===== config.mk =====
export PLATFORM = sky130hd
export DESIGN_NAME = instr_mem_loader
export DESIGN_NICKNAME = d
export VERILOG_FILES = /design/src/rtl/instr_mem_loader.sv
export SDC_FILE = /design/constraint.sdc
export NUM_CORES = 1
export LEC_CHECK = 0
export CAP_MARGIN = 25
export CORE_UTILIZATION = 62
export CTS_CLUSTER_DIAMETER = 200
export DETAILED_ROUTE_END_ITERATION = 10
export PLACE_DENSITY_LB_ADDON = 0.12
export SYNTH_ARGS = -nofsm -noshare
export SYNTH_HDL_FRONTEND = slang
export SYNTH_SLANG_ARGS = --single-unit

===== constraint.sdc =====
create_clock -name clk -period 9.21 [get_ports clk]
set_input_delay 1.842 -clock clk [delete_from_list [all_inputs] [get_ports clk]]
set_output_delay 1.842 -clock clk [all_outputs]
set_load 0.1 [all_outputs]

===== src/rtl/instr_mem_loader.sv =====
// rtl/instr_mem_loader.sv - boot-time byte-stream loader for instruction memory
//
// Assembles big-endian 32-bit words from a byte stream and writes them into
// instruction memory from BASE_ADDR upward. The datapath is held in reset
// until the whole image has been written.
// Stream format: 4-byte word count (len), then len instruction words, then
// (LOADER_CHECKSUM_EN only) a 4-byte checksum word.
//
// Optional feature macro: LOADER_CHECKSUM_EN
//   The checksum is len + all instruction words, mod 2**32. It is not written
//   to memory. A mismatch aborts the load.
//
// Ports:
//   clk        in   1       system clock, rising edge
//   reset      in   1       asynchronous, active-high
//   in_valid   in   1       in_data holds a byte
//   in_data    in   8       stream byte
//   in_ready   out  1       loader accepts a byte this cycle
//   mem_we     out  1       instruction-memory write strobe, one cycle per word
//   mem_addr   out  ADDR_W  word address for mem_wdata
//   mem_wdata  out  32      assembled instruction word
//   core_reset out  1       datapath reset, high until the load completes
//   done       out  1       image loaded successfully (sticky)
//   error      out  1       load aborted (sticky until reset)

module instr_mem_loader #(
    parameter int ADDR_W    = 8,
    parameter int DEPTH     = 256,
    parameter int BASE_ADDR = 0
) (
    input  logic              clk,
    input  logic              reset,
    input  logic              in_valid,
    input  logic [7:0]        in_data,
    output logic              in_ready,
    output logic              mem_we,
    output logic [ADDR_W-1:0] mem_addr,
    output logic [31:0]       mem_wdata,
    output logic              core_reset,
    output logic              done,
    output logic              error
);

    typedef enum logic [2:0] {
        S_LEN  = 3'd0,
        S_LOAD = 3'd1,
        S_DONE = 3'd2,
        S_ERR  = 3'd3
`ifdef LOADER_CHECKSUM_EN
        ,
        S_CHK  = 3'd4
`endif
    } state_t;

    state_t state_q;
    state_t state_d;

    // Only the three most recent bytes need storing; the fourth byte of a
    // word arrives on in_data and completes it combinationally.
    logic [23:0] asm_q;
    logic [1:0]  byte_cnt_q;
    logic [31:0] len_q;
    logic [31:0] word_cnt_q;

`ifdef LOADER_CHECKSUM_EN
    logic [31:0] acc_q;
`endif

    logic        accept;
    logic        word_done;
    logic [31:0] word_next;
    logic        last_word;

    assign accept    = in_valid && in_ready;
    assign word_next = {asm_q, in_data};
    assign word_done = accept && (byte_cnt_q == 2'd3);
    assign last_word = (word_cnt_q + 32'd1) == len_q;

    // ------------------------------------------------------------------
    // State register
    // ------------------------------------------------------------------
    always_ff @(posedge clk or posedge reset) begin
        if (reset) begin
            state_q <= S_LEN;
        end else begin
            state_q <= state_d;
        end
    end

    // ------------------------------------------------------------------
    // Next-state logic and handshake
    // ------------------------------------------------------------------
    always_comb begin
        state_d  = state_q;
        in_ready = 1'b0;
        case (state_q)
            S_LEN: begin
                in_ready = 1'b1;
                if (word_done) begin
                    if (word_next == 32'd0) begin
`ifdef LOADER_CHECKSUM_EN
                        // An empty image still carries its (zero) checksum.
                        state_d = S_CHK;
`else
                        state_d = S_DONE;
`endif
                    end else if (word_next > 32'(DEPTH)) begin
                        state_d = S_ERR;
                    end else begin
                        state_d = S_LOAD;
                    end
                end
            end
            S_LOAD: begin
                in_ready = 1'b1;
                if (word_done && last_word) begin
`ifdef LOADER_CHECKSUM_EN
                    state_d = S_CHK;
`else
                    state_d = S_DONE;
`endif
                end
            end
`ifdef LOADER_CHECKSUM_EN
            S_CHK: begin
                in_ready = 1'b1;
                if (word_done) begin
                    state_d = (word_next == acc_q) ? S_DONE : S_ERR;
                end
            end
`endif
            S_DONE: begin
                in_ready = 1'b0;
            end
            S_ERR: begin
                in_ready = 1'b0;
            end
            default: begin
                state_d = S_ERR;
            end
        endcase
    end

    // ------------------------------------------------------------------
    // Byte assembly, header capture and memory write port
    // ------------------------------------------------------------------
    always_ff @(posedge clk or posedge reset) begin
        if (reset) begin
            asm_q      <= '0;
            byte_cnt_q <= '0;
            len_q      <= '0;
            word_cnt_q <= '0;
            mem_we     <= 1'b0;
            mem_addr   <= '0;
            mem_wdata  <= '0;
        end else begin
            mem_we <= 1'b0;
            if (accept) begin
                asm_q      <= {asm_q[15:0], in_data};
                byte_cnt_q <= byte_cnt_q + 2'd1;
            end
            if (word_done && state_q == S_LEN) begin
                len_q <= word_next;
            end
            if (word_done && state_q == S_LOAD) begin
                // Address wraps silently at 2**ADDR_W.
                mem_we     <= 1'b1;
                mem_addr   <= ADDR_W'(BASE_ADDR) + word_cnt_q[ADDR_W-1:0];
                mem_wdata  <= word_next;
                word_cnt_q <= word_cnt_q + 32'd1;
            end
        end
    end

`ifdef LOADER_CHECKSUM_EN
    always_ff @(posedge clk or posedge reset) begin
        if (reset) begin
            acc_q <= '0;
        end else if (word_done) begin
            if (state_q == S_LEN) begin
                acc_q <= word_next;
            end else if (state_q == S_LOAD) begin
                acc_q <= acc_q + word_next;
            end
        end
    end
`endif

    // ------------------------------------------------------------------
    // Status outputs. Registered off the state so that core_reset drops
    // the cycle after the final mem_we pulse rather than alongside it.
    // ------------------------------------------------------------------
    always_ff @(posedge clk or posedge reset) begin
        if (reset) begin
            core_reset <= 1'b1;
            done       <= 1'b0;
            error      <= 1'b0;
        end else begin
            core_reset <= (state_q != S_DONE);
            done       <= (state_q == S_DONE);
            error      <= (state_q == S_ERR);
        end
    end

endmodule

==> metrics <==
DR pass1 iterations=5; post-route insts no fill=between 800 and 900; worst-path fanout max=28; Die W=between 100 and 150 um; Seq/Total Area, Yosys=a little over half; first-pass GRT wire length=24600 um; Area contributors post-synth=dfrtp_1 52%, nand2_1 13%, xnor2_1 6.2%, mux2_2 5.7%, xor2_1 3.4%; synthesized area per cell=just under 10 um2; Placer Congestion=about 0.87; Hold Path Sink=mem_addr[1]; Setup crit start kind=input port; post-synth net total=between 600 and 700; Rows=37; TritonCTS clock tree=done; Yosys top cell by area=dfrtp_1; cell area after synthesis=approximately 6500 um2; ys flop type=dfrtp_1; GR Util All Layers=29.7%; Worst path slowest cell=inv_1; crit path cell chain=clkdlybuf4s50_1 -> nor2b_1 -> buf_4 -> nand3_2 -> inv_1 -> buf_4 -> nand3_1 -> nor2_1 -> nand3_1 -> xnor2_1; vias in the first global route=just under 5k; Power Dens Cells=about 170 nW/um2; H-tree levels=4; RSZ-0062 raised after global routing=false; max frequency=between 200 and 250 MHz; Nets=a little over 700; worst-skew pair later-pin latency=between 0.5 and 0.6 ns; postcts setup bufs=0; Slew HR=around 34%; largest net degree at the start of global routing=74; Crit. End Element=flop; CTS Buf Count=17; antenna viol nets, final=0; Worst Hold Depth=2; worst hold path type=reg -> reg; crit share post-route=a little under half; Final Skew=around 0.0080 ns; list of most frequent post-synthesis cells=228 x nand2_1, 135 x dfrtp_1, 46 x xnor2_1; kind of critical path=in -> reg; synth warn=0; EDFF count, synth=0; layout filler cell count=about 710; Port Buffer Count=55; die area=approximately 11000 um2; P&R area growth vs syn=17.7%; final setup fails=0; Fin Setup TNS=0 ns; Clk pin slew, worst setup/hold paths=roughly 0.060 ns; Fin. Hold Viols=0; via count=between 4k and 5k; layout cells sized above 1=approximately 11%; Routed WL=between 10000 and 15000 um; worst r2r src=word_cnt_q[0]; drt via density=between 5 and 6; placed insts=827; DP HPWL=9950 um; CP peak stage delay=slightly below 0.6 ns; Worst-Margin Slew=between 0.9 and 1 ns; Worst Path Required=between 9 and 10 ns; clock sink count=approximately 140; Cells after Synth=approximately 670; R2R depth=9; post-synth top area share=roughly half; post-layout util=about three quarters; residual DRC count=0; r2r endpoint=state_q[1]; Initial Util=between 60% and 70%; I/O Pins=56; Pleak=about 3.7 nW; core area=approximately 10000 um2; status=complete, no violations; final slew viol count=0; reg2reg setup slack=~6.1 ns; cell with the most instances after synthesis=nand2_1; DR iter-0 viols=roughly 290; post-CTS sizing=0; CTS max path bufs=2; Hold Buf Count CTS=0; Cell variety after synth=57; flops & latches, synth=136; Overflow after GRT=0; Die Y=approximately 100 um; maxcap violations=0; Async SR Flop Fraction=100%; worst hold start=mem_addr[1]; initial antenna violation count=0; worst path arrival time=4.61 ns; fin crit period=4.20 ns; Max VDD drop=about 0.17 mV; number of antenna diodes=0; Avg WL per Cell=17.0 um; CTS root buf=clkbuf_8
[worst max path at each step]
stage | startpoint | slack, ns | endpoint
after global routing | in_valid | 4.76 | word_cnt_q[24]
after floorplan | reset | 3.73 | asm_q[0]
final | in_valid | 5.01 | word_cnt_q[24]
after detailed placement | in_valid | 4.45 | word_cnt_q[24]
after global placement | in_valid | 4.61 | word_cnt_q[24]
after CTS | state_q[1] | 5.03 | in_ready
[state kept, by name, indices dropped and copies added, names as in the netlist]
name        flops
done            1
mem_wdata      32
state_q         2
word_cnt_q     32
core_reset      1
mem_we          1
error           1
len_q          32
mem_addr        8
asm_q          24
byte_cnt_q      2
[power by group]
| part | internal, mW | switching [mW] | total (mW) |
|---|---|---|---|
| Clock | 0.414 | 0.262 | 0.676 |
| Combinational | 0.00614 | 0.0158 | 0.0220 |
| Sequential | 0.600 | 0.00392 | 0.604 |
[stage by stage]
stage | area, um2 | total power [mW] | hold slack, ns | worst slack (ns)
2_1_floorplan | 6500 | 0.624 | 0.432 | 3.73
3_3_place_gp | 7060 | 0.636 | 0.457 | 4.61
3_5_place_dp | 7070 | 0.637 | 0.461 | 4.45
4_1_cts | 7660 | 1.31 | 0.476 | 5.03
5_1_grt | 7660 | 1.34 | 0.497 | 4.76
6_report | 7660 | 1.30 | 0.470 | 5.01
[cell type report]
type	count	area, um2	share of cell area (%)
Tap cell	136	170	2.22
Timing Repair Buffer	61	596	7.78
Clock inverter	13	171	2.24
Sequential cell	136	3400	44.5
Inverter	7	28.8	0.376
Clock buffer	18	418	5.46
Multi-Input combinational cell	487	2870	37.5
[worst max-delay path: cells and delay by family]
| kind | cells | cell delay [ns] |
|---|---|---|
| AND/OR/NAND/NOR | 5 | 0.84 |
| XOR/XNOR | 1 | 0.15 |
| buffers and inverters | 4 | 1.77 |
[cell usage in the layout (no fill, tap or decap), drive strengths merged, types with 5 or more instances in the layout]
cell             n
clkinv           5
nor2            23
dfrtp          135
nor3            12
inv             10
xnor2           47
nand3           20
clkbuf          18
buf              6
nor4            15
nand2          228
mux2            33
clkdlybuf4s50   55
nand4           18
a21oi            5
xor2            25
o31ai            6
[metal layers]
layer	track usage [%]	vias up	wire, um
li1	-	2307	-
met3	8.08	27	875
met2	43.8	158	6760
met5	0	-	0
met4	11.5	0	340
met1	41.9	2410	6600
[cell families (layout without fill, tap and decap cells)]
logic type	Yosys count	in the layout	share of synthesized area, %
AOI/OAI and AO/OA	33	33	3.75
xor gates and xnor gates	72	72	9.98
adders and majority gates	2	2	0.385
buffers and inverters	46	99	3.66
DFF	136	136	52.3
muxes	36	36	6.18
and+or+nand+nor	344	344	23.7
Power figures use the tool's default switching activity.
